`config.mk`:
```
export PLATFORM = sky130hd
export DESIGN_NAME = ifu_fetch
export DESIGN_NICKNAME = d
export VERILOG_FILES = /design/src/rtl/ifu_fetch.sv
export SDC_FILE = /design/constraint.sdc
export NUM_CORES = 1
export LEC_CHECK = 0
export ABC_AREA = 1
export ABC_CLOCK_PERIOD_IN_PS = 2550
export BUFFER_PORTS_ARGS = -buffer_cell sky130_fd_sc_hd__buf_2
export CELL_PAD_IN_SITES_DETAIL_PLACEMENT = 0
export CELL_PAD_IN_SITES_GLOBAL_PLACEMENT = 1
export CORE_UTILIZATION = 40
export DETAILED_ROUTE_END_ITERATION = 10
export GPL_ROUTABILITY_DRIVEN = 1
export PLACE_DENSITY = 0.87
export SETUP_SLACK_MARGIN = 0.15
export SLEW_MARGIN = 25
export SYNTH_ARGS = -nofsm -noshare
export SYNTH_HDL_FRONTEND = slang
export SYNTH_SLANG_ARGS = --single-unit
```
`constraint.sdc`:
```
create_clock -name clk -period 2.55 [get_ports clk]
set_clock_uncertainty 0.1 [all_clocks]
set_input_delay 0.255 -clock clk [delete_from_list [all_inputs] [get_ports clk]]
set_output_delay 0.255 -clock clk [all_outputs]
set_load 0.1 [all_outputs]
```
`src/rtl/ifu_fetch.sv`:
```
// Purpose : IFU fetch sequencer; one-word buffer plus 16-bit partial register
//           present aligned, compressed and word-spanning RV32C instructions.
// Latency : buffer/span hit is combinational; miss costs 2+ cycles;
//           a spanning instruction costs 2 cycles on a hit and 4 on a miss.
// Backpr. : decoder backpressure via dec_ready (stall = ~(instr_valid & dec_ready));
//           memory side is req/ack, req held until ack, one transaction in flight.
//
// Ports:
//   clk, rst            clock, synchronous active-high reset
//   curr_pc             address of the instruction to deliver (bit 0 ignored)
//   dec_ready           decoder accepts instr this cycle
//   invalidate          drop buffer and partial register (fence.i)
//   stall, compressed   back to the PC
//   instr, instr_valid  to the decoder
//   imem_req/addr/ack/rdata  instruction-memory port (word addresses)
module ifu_fetch #(
  parameter int XLEN = 32
) (
  input  logic            clk,
  input  logic            rst,
  input  logic [XLEN-1:0] curr_pc,
  input  logic            dec_ready,
  input  logic            invalidate,
  output logic            stall,
  output logic            compressed,
  output logic [31:0]     instr,
  output logic            instr_valid,
  output logic            imem_req,
  output logic [XLEN-1:0] imem_addr,
  input  logic            imem_ack,
  input  logic [31:0]     imem_rdata
);

  typedef enum logic [1:0] {
    RUN      = 2'd0,
    FETCH    = 2'd1,
    FETCH_HI = 2'd2
  } state_e;

  state_e            state_q, state_d;
  logic [31:0]       buf_data_q, buf_data_d;
  logic [XLEN-1:0]   buf_addr_q, buf_addr_d;
  logic              buf_valid_q, buf_valid_d;
  logic [15:0]       part_q, part_d;
  logic [XLEN-1:0]   part_addr_q, part_addr_d;
  logic              part_valid_q, part_valid_d;
  logic [XLEN-1:0]   imem_addr_q, imem_addr_d;
  // Set when invalidate hits an outstanding request: its data must not fill the buffer.
  logic              drop_q, drop_d;

  logic [XLEN-1:0]   w_addr;
  logic [XLEN-1:0]   w_next;
  logic              h_sel;
  logic [15:0]       half;
  logic              is_c;
  logic              buf_hit;
  logic              span_hit;
  logic              unused_pc0;

  assign unused_pc0 = curr_pc[0];

  assign w_addr   = {curr_pc[XLEN-1:2], 2'b00};
  assign w_next   = w_addr + XLEN'(4);   // wraps modulo 2^XLEN
  assign h_sel    = curr_pc[1];
  assign half     = h_sel ? buf_data_q[31:16] : buf_data_q[15:0];
  assign is_c     = (half[1:0] != 2'b11);
  assign buf_hit  = buf_valid_q && (buf_addr_q == w_addr);
  // Lower half of a 32-bit instruction sits in part, upper half in the buffered next word.
  assign span_hit = part_valid_q && (part_addr_q == w_addr) &&
                    buf_valid_q && (buf_addr_q == w_next) && h_sel;

  assign imem_addr = imem_addr_q;

  always_comb begin
    state_d      = state_q;
    buf_data_d   = buf_data_q;
    buf_addr_d   = buf_addr_q;
    buf_valid_d  = buf_valid_q;
    part_d       = part_q;
    part_addr_d  = part_addr_q;
    part_valid_d = part_valid_q;
    imem_addr_d  = imem_addr_q;
    drop_d       = drop_q;
    instr_valid  = 1'b0;
    instr        = 32'd0;
    compressed   = 1'b0;
    imem_req     = 1'b0;

    case (state_q)
      RUN: begin
        if (invalidate) begin
          buf_valid_d  = 1'b0;
          part_valid_d = 1'b0;
        end else if (buf_hit && !h_sel) begin
          instr_valid = 1'b1;
          compressed  = is_c;
          instr       = is_c ? {16'd0, half} : buf_data_q;
        end else if (buf_hit && is_c) begin
          instr_valid = 1'b1;
          compressed  = 1'b1;
          instr       = {16'd0, half};
        end else if (span_hit) begin
          instr_valid = 1'b1;
          compressed  = 1'b0;
          instr       = {buf_data_q[15:0], part_q};
        end else if (buf_hit) begin
          // 32-bit instruction starting in the upper half: keep that half and
          // fetch the following word; the span hit then serves it.
          part_d       = half;
          part_addr_d  = w_addr;
          part_valid_d = 1'b1;
          imem_addr_d  = w_next;
          state_d      = FETCH_HI;
        end else begin
          imem_addr_d = w_addr;
          state_d     = FETCH;
        end
      end

      FETCH, FETCH_HI: begin
        imem_req = 1'b1;
        if (invalidate) begin
          buf_valid_d  = 1'b0;
          part_valid_d = 1'b0;
          drop_d       = 1'b1;
        end
        if (imem_ack) begin
          if (!drop_q && !invalidate) begin
            buf_data_d  = imem_rdata;
            buf_addr_d  = imem_addr_q;
            buf_valid_d = 1'b1;
          end
          drop_d  = 1'b0;
          state_d = RUN;
        end
      end

      default: begin
        state_d = RUN;
      end
    endcase

    // Decoder-facing outputs read as idle while reset is held.
    if (rst) begin
      instr_valid = 1'b0;
      instr       = 32'd0;
      compressed  = 1'b0;
    end

    stall = ~(instr_valid & dec_ready);
  end

  always_ff @(posedge clk) begin
    if (rst) begin
      state_q      <= RUN;
      buf_data_q   <= 32'd0;
      buf_addr_q   <= '0;
      buf_valid_q  <= 1'b0;
      part_q       <= 16'd0;
      part_addr_q  <= '0;
      part_valid_q <= 1'b0;
      imem_addr_q  <= '0;
      drop_q       <= 1'b0;
    end else begin
      state_q      <= state_d;
      buf_data_q   <= buf_data_d;
      buf_addr_q   <= buf_addr_d;
      buf_valid_q  <= buf_valid_d;
      part_q       <= part_d;
      part_addr_q  <= part_addr_d;
      part_valid_q <= part_valid_d;
      imem_addr_q  <= imem_addr_d;
      drop_q       <= drop_d;
    end
  end

endmodule
```
* Word-level counts from Yosys, hierarchy flattened
Index checks and enable logic that the tools add are counted.
** Storage, ports and cells
- Output and inout port bits :: 68
- Flip-flop bits (word level) :: 147
- Input bits :: 69
** Operators by class
- Eq/ne operators :: 16
- $add $sub $neg :: 1
- Bitwise operators :: 6
- Reductions and logical operators :: 21
- Multiplexer cells :: 41
** Operators with widths (count)
- $mux 32 :: 8
- $eq 32x32->1 :: 2
- $add 32x3->32 const B :: 1
- $eq 30x30->1 :: 1
- $mux 1 :: 23
- $mux 16 :: 1
- $ne 2x2->1 const B :: 7
- $mux 2 :: 6
- $ne 3x3->1 const B :: 4
- $reduce_and 6->1 :: 2
- $reduce_and 5->1 :: 2
- $logic_and 1x1->1 :: 8
- $not 1->1 :: 5
- $pmux 1 s2 :: 2
- $pmux 2 s2 :: 1
- $reduce_bool 2->1 :: 2
- $logic_not 1->1 :: 3
- $reduce_and 3->1 :: 1
- $eq 2x1->1 const B :: 1
- $eq 2x2->1 const B :: 1
- $logic_not 2->1 :: 1
- $reduce_and 2->1 :: 1
- $reduce_or 2->1 :: 1
- $and 1x1->1 :: 1

* Longest topological paths before layout
- Depth in word-level cells :: 13
- Mapped depth :: 21
- Gate-level depth less buffers :: 20

* Worst setup path before layout
No wires, ideal clock.
- Kind :: input -> output
- From :: input curr_pc[3]
- To :: output instr[3]
- Cell stages on the path :: 17
- Setup slack :: -1.997 ns
- Data arrival time :: 4.192 ns
- Cells stage by stage :: buf_2 nand2_1 nor2_4 nand2_1 nor2_4 nand3_1 nand2_1 nand2_1 nor2_1 nand2_1 nor2_1 nand3_1 nor2_4 nor2_8 buf_6 buf_6 a211oi_1
** Between the ends
- Word-level cells in the longest chain between the ends :: 11
- Elaborated cells on any way between the ends :: 17
- Classes of those cells :: 1 x add/sub; 3 x eq/ne; 6 x mux; 7 x reduce/logical
** Ends and longest elaborated chain
- start: declaration :: line 21 : input logic [XLEN-1:0] curr_pc,
- parallel branches: the longest is 7 deep, another holds $add 32x3->32
- $mux 32 * :: line 94 : end else if (buf_hit && !h_sel) begin
- $mux 32 * :: line 91 : if (invalidate) begin
- $mux 32 * :: line 89 : case (state_q)
- $mux 32 * :: line 144 : if (rst) begin
- end: declaration :: line 26 : output logic [31:0] instr,
Mark *: on every way between the ends.

* Worst setup path in the final report
- From :: register part_addr_q[20]
- To :: output instr[5]
** Between the ends
- Word-level cells in the longest chain between the ends :: 11
** Ends and longest elaborated chain
- start: declaration :: line 45 : logic [XLEN-1:0] part_addr_q, part_addr_d;
- start signal: assignment :: line 170 : part_addr_q <= part_addr_d;
- $eq 30x30->1 :: line 69 : assign span_hit = part_valid_q && (part_addr_q == w_addr) &&
- $logic_and 1x1->1 (2 in a row) :: line 69
- $logic_and 1x1->1 (2 in a row) :: line 70 : buf_valid_q && (buf_addr_q == w_next) && h_sel;
- $mux 32 :: line 102 : end else if (span_hit) begin
- $mux 32 :: line 98 : end else if (buf_hit && is_c) begin
- $mux 32 :: line 94
- $mux 32 :: line 91
- $mux 32 :: line 89
- $mux 32 :: line 144
Every way passes these cells.

==> impl_metrics.py <==
metrics = {
    "die": {
        "io_pins": 137,
        "die_y_um": 151.8,
        "start_util_pct": 41.02,
        "die_w_um": 151.8,
        "coreArea_mm2": 0.02189,
        "rows": 54,
        "die-area_mm2": 0.02305,
    },
    "timing": {
        "fin_hold_ws_ns": -0.003784,
        "min_period_ns": 3.311,
        "rsz0062_at_grt": "true",
        "finalCritPeriodShare_pct": 129.9,
        "worst_slew_pin_slew_ns": 0.7002,
        "max_slew_margin_pct": 53.25,
        "setup_viol": 113,
        "fin_tns_setup_ns": -64.23,
        "finalHoldViolations": 1,
        "max_freq_mhz": 302.0,
        "setup_slack_ns": -0.7612,
        "slew_viol_final": 0,
    },
    "cts": {
        "clkLatencyLatePin_ns": 0.44,
        "cts_root_buf": "clkbuf_16",
        "clk_pin_slew_worst_paths_ns": 0.07,
        "cts_max_path_buffers": 2,
        "cts-buffers-inserted": 17,
        "cts.sinks": 143,
        "cts_tree": "built",
        "cts_max_level": 4,
    },
    "layout": {
        "finalNetCount": 1861,
        "final_cells": 2082,
        "diodes": 0,
        "syn2layout_area_growth_pct": 68.50,
        "drive_above_1_share_pct": 42.12,
    },
    "place": {
        "gp_routability_congestion": 0.9950,
        "dp_cells": 1978,
        "pre_cts_ws_ns": -0.6416,
        "hpwl_mm": 24.53,
        "portBuffers": 133,
    },
    "outcome": {
        "status": "finished with violations",
        "violations": "hold timing, setup timing",
    },
    "critical_path": {
        "slowest_stage": "dfxtp_2",
        "startpoint_type": "register",
        "cp_num_buf_inv": 5,
        "max_stage_delay_ns": 0.32,
        "cp_max_fo": 7,
        "cpLargestDelayFamily": "simple AND/OR/NAND/NOR gates",
        "critPathArrivalTime_ns": 2.96,
        "crit_path_cell_trace": "xor2_1 > nor2_1 > buf_4 > nand2_2 > nor2_2 > nand2_1 > nor2_1 > nand2_1 > nor2_2 > buf_6 > nand4_1 > nor2_4 > buf_12 > buf_12 > nor2_4 > a211oi_4 > buf_12",
        "crit_type": "register to output pin",
        "path_common_cell": "buf_12",
        "required_ns": 2.19,
        "cp-end-kind": "output pin",
    },
    "power_and_ir_drop": {
        "ir_worst_vdd_v": 0.0004134,
        "power_density_mw_per_mm2": 481.6,
        "p_leak_nw": 6.695,
        "p_total_mw": 7.286,
    },
    "global_route": {
        "grt.overflow.total": 0,
        "grtUsageTotal_pct": 30.21,
        "busiest_layer": "met2",
        "use_met1_pct": 42.04,
        "antenna_found_initial": 0,
        "grt_max_degree": 67,
        "grt_pass1_wl_mm": 55.02,
        "grt_pass1_vias": 10100,
        "grtUsageMet3_pct": 3.565,
        "grt_use_met2_pct": 49.03,
    },
    "yosys": {
        "syn_avg_cell_area_um2": 6.214,
        "seq_area_frac_synth_pct": 31.88,
        "syn-cell-area_mm2": 0.008980,
        "yosys_warnings": 0,
        "yosysUniqueCellTypes": 39,
        "postSynthCellCount": 1445,
        "ys_ff_latch": 143,
    },
    "min_path": {
        "min_path_type": "input port to register",
    },
    "route": {
        "vias": 11110,
        "routedWlPerCell_um": 18.36,
        "drtIter0Drc": 936,
        "drcViolationCount": 0,
        "wirelength_mm": 38.22,
        "first_pass_iters": 5,
        "detail-route-antenna-nets": 0,
        "vias_per_cell": 5.336,
    },
    "flow_run": {
        "max_cap_viol_count": 0,
    },
}
==> final cells by class <==
class	count	area, µm²
Multi-Input combinational cell	1064	6735
Fill cell	1780	6760
Clock buffer	17	425.4
Tap cell	280	350.3
Inverter	149	581.8
Timing Repair Buffer	413	3956
Timing Repair inverter	1	8.758
Sequential cell	143	2883
Clock inverter	15	190.2
==> metrics by stage <==
step | hold WS, ns | instance area (µm²) | utilization, %
floorplan | 0.2899 | 9651 | -
global placement | 0.3397 | 12350 | 56.41
detailed placement | 0.3474 | 12350 | 56.41
CTS | 0.0007739 | 13760 | 62.87
global route | 0.009628 | 15130 | 69.12
finish | -0.003784 | 15130 | 69.12
==> path summary, 6_finish.rpt <==
kind | start | to | slack (ns) | depth (start not counted)
worst max register to register | buf_addr_q[7] | part_addr_q[24] | -0.59 | 19
worst min register to register | part_q[0] | part_q[0] | 0.37 | 2
worst min-delay path | imem_rdata[12] | buf_data_q[12] | -0.004 | 3
worst max-delay path | part_addr_q[20] | instr[5] | -0.76 | 17
==> worst register-to-register path, delay by kind of cell (launching register included) <==
family | cells | cell delay, ns
xor+xnor | 1 | 0.15
buf+inv | 6 | 0.92
flops | 1 | 0.37
simple gates | 12 | 1.54
==> cell families after synthesis <==
group / synth area share (%)
DFF: 31.88
other: 0.04176
and+or+nand+nor: 34.82
xor gates and xnor gates: 6.228
AOI/OAI and AO/OA: 14.89
buffers and inverters: 11.72
adders and majority gates: 0.4180
==> routing by layer <==
metal,vias to the layer above,part of all wire (%)
li1,5287,-
met1,5254,43
met2,483,47
met3,85,6.8
met4,0,3.2
met5,-,0
==> flip-flops by register name, summed over array words and instances (netlist names) <==
| name | count |
|---|---|
| part_q | 16 |
| buf_addr_q | 30 |
| drop_q | 1 |
| imem_addr | 30 |
| part_addr_q | 30 |
| part_valid_q | 1 |
| state_q | 2 |
| buf_valid_q | 1 |
| buf_data_q | 32 |
==> power breakdown <==
group          leakage [nW]  internal, mW  switching, mW  total, mW
combinational          5.23         0.736           1.33       2.07
clock                 0.300          1.50           1.20       2.69
sequential             1.17          2.38          0.141       2.52
==> placed cells by master (no fill, tap or decap), types with 7 or more instances in the layout <==
| cell type | count |
|---|---|
| nand2_2 | 87 |
| nand4_1 | 21 |
| nor2_4 | 22 |
| dfxtp_1 | 131 |
| a21oi_2 | 29 |
| nand2_1 | 226 |
| nand3_4 | 7 |
| nor2_2 | 25 |
| clkbuf_16 | 25 |
| xnor2_1 | 14 |
| nor3_1 | 15 |
| buf_2 | 96 |
| a22oi_1 | 14 |
| dlygate4sd3_1 | 19 |
| inv_2 | 9 |
| buf_4 | 201 |
| nand3_1 | 59 |
| xor2_1 | 36 |
| o21ai_0 | 97 |
| inv_1 | 132 |
| a21oi_1 | 65 |
| a21oi_4 | 14 |
| buf_12 | 56 |
| nand3_2 | 20 |
| nand2_4 | 51 |
| nor2_1 | 192 |
| dfxtp_2 | 10 |
| buf_6 | 24 |
| a211oi_4 | 10 |
==> what timing repair did <==
| action | in CTS | in global routing |
|---|---|---|
| cloned | 8 | 12 |
| setup buffers | 14 | 19 |
| hold endpoints to repair | 19 | 0 |
| gates resized for setup | 100 | 257 |
| hold buffers | 19 | 0 |
| pin swaps | 44 | 81 |
| setup endpoints to repair | 114 | 114 |
==> synth_stat cells <==
cell type	instances	area share, %
o21ai_0	105	5.9
nand2_1	362	15
dfxtp_1	143	32
nand2_2	3	0.21
nand3_1	85	4.7
o22ai_1	2	0.14
conb_1	1	0.042
nand4_1	21	1.5
nand3b_2	1	0.13
o221ai_1	5	0.49
nor2_2	7	0.49
nor2_8	1	0.22
nand3_4	1	0.20
nor2_4	6	0.75
buf_6	7	0.88
nand3b_1	1	0.084
ha_1	3	0.42
or2_2	4	0.28
clkinv_1	4	0.17
a22oi_1	14	1.2
nand2_4	1	0.13
a211oi_1	10	0.84
buf_4	14	1.2
buf_1	5	0.21
clkbuf_1	40	1.7
o211ai_1	4	0.33
a21oi_1	108	6.0
inv_1	143	6.0
inv_2	2	0.084
buf_2	25	1.4
nor2b_1	1	0.070
nor3_1	22	1.2
xor2_2	1	0.18
xor2_1	37	3.6
buf_8	1	0.17
xnor2_1	25	2.4
nor2_1	224	9.4
o21ai_1	1	0.056
nor4_1	5	0.35
Power figures use the tool's default switching activity.
